===== src/rtl/alu_seq_pkg.sv =====
// Shared types and constants for the ALU command sequencer.
package alu_seq_pkg;

  localparam int DEFAULT_DATA_W = 8;
  localparam logic [2:0] ALU_NOP = 3'b000;

  typedef enum logic [2:0] {
    OP_LOAD_A = 3'b000,
    OP_B_EQ_A = 3'b001,
    OP_INC_A  = 3'b010,
    OP_INC_B  = 3'b011,
    OP_ADD    = 3'b100,
    OP_SUB    = 3'b101,
    OP_AND    = 3'b110,
    OP_OR     = 3'b111
  } alu_op_e;

  typedef enum logic [1:0] {
    ST_IDLE  = 2'd0,
    ST_ISSUE = 2'd1,
    ST_CHECK = 2'd2,
    ST_DONE  = 2'd3
  } seq_state_e;

endpackage


===== src/rtl/alu_sequencer.sv =====
// Sequencer that issues one ALU command up to 2^CNT_W times, with
// optional early stop on the zero flag and an abort input, then reports
// the final ALU result, flags and issue count with a one-cycle done pulse.
module alu_sequencer
  import alu_seq_pkg::*;
#(
  parameter int CNT_W  = 4,
  parameter int DATA_W = DEFAULT_DATA_W
) (
  input  logic              clk_SEQ,
  input  logic              rstn_SEQ,
  input  logic              cmd_valid,
  output logic              cmd_ready,
  input  logic [2:0]        cmd_op,
  input  logic [CNT_W-1:0]  cmd_cnt,
  input  logic              cmd_until_z,
  input  logic [DATA_W-1:0] cmd_data,
  input  logic              abort,
  output logic [2:0]        alu_f,
  output logic              alu_write_cz,
  output logic [DATA_W-1:0] alu_aBus,
  input  logic [DATA_W-1:0] alu_cBus,
  input  logic              alu_CF,
  input  logic              alu_ZF,
  output logic              busy,
  output logic              done,
  output logic [DATA_W-1:0] done_result,
  output logic              done_cf,
  output logic              done_zf,
  output logic [CNT_W:0]    done_iters,
  output logic              done_aborted
);

  seq_state_e        state_q, state_d;
  alu_op_e           op_q;
  logic [CNT_W-1:0]  cnt_q;
  logic              untilZ_q;
  logic [DATA_W-1:0] data_q;
  logic [CNT_W:0]    iter_q;
  logic              abortPend_q;

  logic [DATA_W-1:0] doneResult_q;
  logic              doneCf_q;
  logic              doneZf_q;
  logic [CNT_W:0]    doneIters_q;
  logic              doneAborted_q;

  logic [CNT_W:0]    lastIter;
  logic              accept;
  logic              normalTerm;
  logic              abortTerm;
  logic              finish;

  // The counter is one bit wider than the count so cnt = all ones means 2^CNT_W issues.
  assign lastIter = {1'b0, cnt_q} + {{CNT_W{1'b0}}, 1'b1};

  assign done_result  = doneResult_q;
  assign done_cf      = doneCf_q;
  assign done_zf      = doneZf_q;
  assign done_iters   = doneIters_q;
  assign done_aborted = doneAborted_q;

  // State register.
  always_ff @(posedge clk_SEQ) begin
    if (!rstn_SEQ) begin
      state_q <= ST_IDLE;
    end else begin
      state_q <= state_d;
    end
  end

  // Next-state decode and ALU drive; ALU writes only happen in ISSUE.
  always_comb begin
    state_d      = state_q;
    cmd_ready    = 1'b0;
    busy         = 1'b0;
    done         = 1'b0;
    alu_f        = ALU_NOP;
    alu_write_cz = 1'b0;
    alu_aBus     = '0;
    accept       = 1'b0;
    normalTerm   = 1'b0;
    abortTerm    = 1'b0;
    finish       = 1'b0;
    case (state_q)
      ST_IDLE: begin
        cmd_ready = 1'b1;
        if (cmd_valid) begin
          accept  = 1'b1;
          state_d = ST_ISSUE;
        end
      end
      ST_ISSUE: begin
        busy         = 1'b1;
        alu_f        = op_q;
        alu_aBus     = data_q;
        alu_write_cz = 1'b1;
        state_d      = ST_CHECK;
      end
      ST_CHECK: begin
        busy       = 1'b1;
        alu_f      = op_q;
        alu_aBus   = data_q;
        normalTerm = (iter_q == lastIter) || (untilZ_q && alu_ZF);
        abortTerm  = abortPend_q || abort;
        if (normalTerm || abortTerm) begin
          finish  = 1'b1;
          state_d = ST_DONE;
        end else begin
          state_d = ST_ISSUE;
        end
      end
      ST_DONE: begin
        done    = 1'b1;
        state_d = ST_IDLE;
      end
      default: begin
        state_d = ST_IDLE;
      end
    endcase
  end

  // Command latch, issue counter, pending abort and the held completion report.
  always_ff @(posedge clk_SEQ) begin
    if (!rstn_SEQ) begin
      op_q          <= OP_LOAD_A;
      cnt_q         <= '0;
      untilZ_q      <= 1'b0;
      data_q        <= '0;
      iter_q        <= '0;
      abortPend_q   <= 1'b0;
      doneResult_q  <= '0;
      doneCf_q      <= 1'b0;
      doneZf_q      <= 1'b0;
      doneIters_q   <= '0;
      doneAborted_q <= 1'b0;
    end else begin
      if (accept) begin
        op_q        <= alu_op_e'(cmd_op);
        cnt_q       <= cmd_cnt;
        untilZ_q    <= cmd_until_z;
        data_q      <= cmd_data;
        iter_q      <= '0;
        abortPend_q <= 1'b0;
      end
      if (state_q == ST_ISSUE) begin
        iter_q      <= iter_q + {{CNT_W{1'b0}}, 1'b1};
        abortPend_q <= abort;
      end
      if (finish) begin
        doneResult_q  <= alu_cBus;
        doneCf_q      <= alu_CF;
        doneZf_q      <= alu_ZF;
        doneIters_q   <= iter_q;
        doneAborted_q <= abortTerm && !normalTerm;
      end
    end
  end

endmodule


===== config.mk =====
export PLATFORM = sky130hd
export DESIGN_NAME = alu_sequencer
export DESIGN_NICKNAME = d
export VERILOG_FILES = /design/src/rtl/alu_seq_pkg.sv /design/src/rtl/alu_sequencer.sv
export SDC_FILE = /design/constraint.sdc
export NUM_CORES = 1
export LEC_CHECK = 0
export ABC_AREA = 1
export CAP_MARGIN = 20
export CORE_AREA = 5 5 80 82
export CTS_BUF_LIST = sky130_fd_sc_hd__clkbuf_4
export DETAILED_ROUTE_END_ITERATION = 7
export DIE_AREA = 0 0 85 87
export PLACE_DENSITY_LB_ADDON = 0.05
export SLEW_MARGIN = 10
export SYNTH_ARGS = -nofsm -noshare
export SYNTH_HDL_FRONTEND = slang
export SYNTH_SLANG_ARGS = --single-unit
export TNS_END_PERCENT = 1

===== constraint.sdc =====
create_clock -name clk_SEQ -period 3.2 [get_ports clk_SEQ]
set_input_delay 0.48 -clock clk_SEQ [delete_from_list [all_inputs] [get_ports clk_SEQ]]
set_output_delay 0.48 -clock clk_SEQ [all_outputs]
set_load 0.03 [all_outputs]

==> metrics.csv <==
stage,metric,value,unit
cts,clock root buffer,clkbuf_4,
setup_path,worst r2r path cells,11,
final_layout,"leading cell types in the layout, fill and taps excluded","clkdlybuf4s50_1, nand2_1, nor2_1",
final_layout,Area Overhead vs Synth,35.3,%
timing,Final Hold Violating Endpoints,0,
cts,CTS Hold Buffers Added,0,
cts,Post-CTS Resized,0,
power,clock power share,15.8,%
synthesis,Yosys warnings,0,
worst_hold_path,Hold Path Sink,iter_q[4]$_SDFFE_PN0P_,
cts,TritonCTS clock tree,built,
detailed_routing,initial drt markers,63,
floorplanning,die width,85,µm
final_layout,post-route insts no fill,406,
synthesis,Netlist Area Pre-Place,0.00190,mm²
power,sequential share of power,40.1,%
detailed_routing,DRT Wirelength,4630,µm
worst_hold_path,WHS Path Cells,2,
detailed_routing,vias per inst,4.37,
place,Placed Instances,399,
detailed_routing,length of the first detailed-routing pass in iterations,4,
place,port bufs,60,
timing,clock skew,0.0149,ns
power,PD cells,606,mW/mm²
floorplanning,I/O pin cnt,61,
setup_path,CP endpoint kind,output pin,
grt,initial antenna violation count,0,
setup_path,R2R Path End,done_result[1]$_SDFFE_PN0P_,
status,status,finished clean,
detailed_routing,DRC,0,
grt,total gr overflow,0,
timing,RSZ-0062 raised after global routing,no,
cts,Clock Pin Slew Worst Setup and Hold Paths,0.12,ns
place,DP HPWL,3270,µm
worst_hold_path,Worst Hold Class,reg2reg,
detailed_routing,antenna-violating nets left,0,
power,Leak,1.14,nW
synthesis,post-synth top area share,42.2,%
synthesis,register bit total from synthesis,40,
timing,Final TNS setup,0,ns
synthesis,cell taking the most area after synthesis,dfxtp_1,
cts,H-Tree Depth,2,
worst_hold_path,HP Start,iter_q[4]$_SDFFE_PN0P_,
final_layout,Seq. cell area,801,µm²
place,pre-CTS setup slack,0.844,ns
final_layout,antenna fix cells,0,
timing,Slew Limit Fails,0,
final_layout,footprint of the multi-input gates,855,µm²
setup_path,CP max FO,12,
setup_path,"Arr. time, crit path",2.26,ns
cts,Clock Latency Late Sink,0.35,ns
setup_path,Worst setup SP type,flop,
setup_path,"setup slack, reg-to-reg",1.23,ns
run,max cap viols,0,
cts,clk buf depth,2,
power,Pint,0.000921,W
floorplanning,row cnt,28,
timing,fmax,0.365,GHz
final_layout,"commonest non-fill, non-tap cell in the layout",clkdlybuf4s50_1,
setup_path,Setup CP Type,reg2out,
floorplanning,Die Y,87,µm
place,final RePlAce weighted congestion,0.801,
final_layout,"Core Util, Final",45.3,%
power,Comb pwr share,44.1,%
detailed_routing,wire per inst,11.4,µm
grt,vias in the first global route,1708,
final_layout,layout cell share with drive strength beyond 1,3.93,%
timing,Final min period,2.74,ns
timing,final period utilization,85.6,%
floorplanning,die area,0.00740,mm²
timing,PnR worst setup slack,0.462,ns
timing,Slew HR,60.8,%
synthesis,Synth cell types,22,
power,total power,0.00156,W
cts,number of setup buffers added after CTS,0,
timing,count of final setup violators,0,
final_layout,Nets,367,
power,switching power,0.000636,W
cts,cts bufs inserted,5,
floorplanning,Core ar.,0.00568,mm²
cts,clk sinks,40,
grt,global-route wire length before repair,7750,µm
synthesis,Syn Area/Cell,6.90,µm²
setup_path,crit path from,state_q[0]$_SDFFE_PN0P_,
synthesis,ranking of synthesized cells by area,"dfxtp_1, nand2_1, nor2_1, inv_1, a21oi_1",
power,Switching Fraction,40.9,%
synthesis,Synth Net Count,311,
grt,largest net degree at the start of global routing,35,
timing,worst-margin pin slew,0.588,ns
detailed_routing,total number of vias,1776,
floorplanning,Initial Util,33.4,%
power,Peak VDD IR,0.362,mV
setup_path,Worst Path Required,2.72,ns
synthesis,Syn Inst Count,275,
synthesis,sequential cell area fraction in the yosys report,42.2,%
setup_path,R2R Path Start,cnt_q[0]$_SDFFE_PN0P_,
grt,GRT Util Overall,12.9,%
final_layout,filler cell count,612,
## how the worst max path moves through the flow
stage | endpoint | slack (ns)
2_1_floorplan | alu_aBus[0] | 1.26
3_5_place_dp | alu_aBus[5] | 0.84
6_report | alu_f[0] | 0.46
3_3_place_gp | alu_aBus[5] | 0.90
4_1_cts | alu_f[0] | 0.43
5_1_grt | alu_f[1] | 0.30
## kinds of logic (layout without fill, tap and decap cells)
family / count (synthesis) / in the layout / share of synthesized area [%]
AOI/OAI and AO/OA: 46 / 46 / 12.9
xor gates and xnor gates: 2 / 2 / 0.923
adders and majority gates: 6 / 6 / 3.96
and+or+nand+nor: 128 / 128 / 27.2
buffers and inverters: 53 / 109 / 12.8
DFF: 40 / 40 / 42.2
## worst max-delay path, cell delays in order, from the launching register on
cell             delay [ns]
dfxtp_1                0.39
inv_1                  0.09
ha_1                   0.59
nand2_1                0.11
inv_1                  0.07
clkdlybuf4s50_1        0.67
## synthesized netlist by cell type (all sizes together)
library cell	number
a211oi	3
a21oi	24
a221oi	1
buf	10
clkbuf	4
dfxtp	40
ha	6
inv	39
nand2	53
nand3	20
nand4	1
nor2	52
nor3	1
nor4	1
o21ai	18
xor2	2
## final cells by class
type / count / area share, %
Inverter: 39 / 5.70
Sequential cell: 40 / 31.2
Clock inverter: 2 / 0.487
Multi-Input combinational cell: 182 / 33.3
Timing Repair Buffer: 63 / 24.3
Tap cell: 75 / 3.65
Clock buffer: 5 / 1.46
## power by group through the flow
stage	clock network [W]	registers [W]	logic (W)
detailed placement	0	0.000637	0.000697
global placement	0	0.000636	0.000693
floorplan	0	0.000686	0.000422
global route	0.000282	0.000635	0.000763
finish	0.000246	0.000625	0.000687
CTS	0.000264	0.000625	0.000699
## flip-flops by register name, summed over array words and instances, names as in the netlist
signal / flops
abortPend_q: 1
cnt_q: 4
data_q: 8
done_aborted: 1
done_cf: 1
done_iters: 5
done_result: 8
done_zf: 1
iter_q: 5
op_q: 3
state_q: 2
untilZ_q: 1
## routing by layer
| layer | global-route usage, % | vias to the layer above | wire length, µm |
|---|---|---|---|
| li1 | - | 966 | - |
| met1 | 15.5 | 757 | 2160 |
| met2 | 21.5 | 48 | 2070 |
| met3 | 4.45 | 5 | 329 |
| met4 | 4.75 | 0 | 71 |
| met5 | 0 | - | 0 |
## through the flow
stage	hold slack [ns]	cell area [µm²]
6_report	0.477	2570
5_1_grt	0.508	2570
4_1_cts	0.479	2570
3_5_place_dp	0.460	2520
3_3_place_gp	0.462	2520
2_1_floorplan	0.441	1900
(Power assumes the default switching activity.)
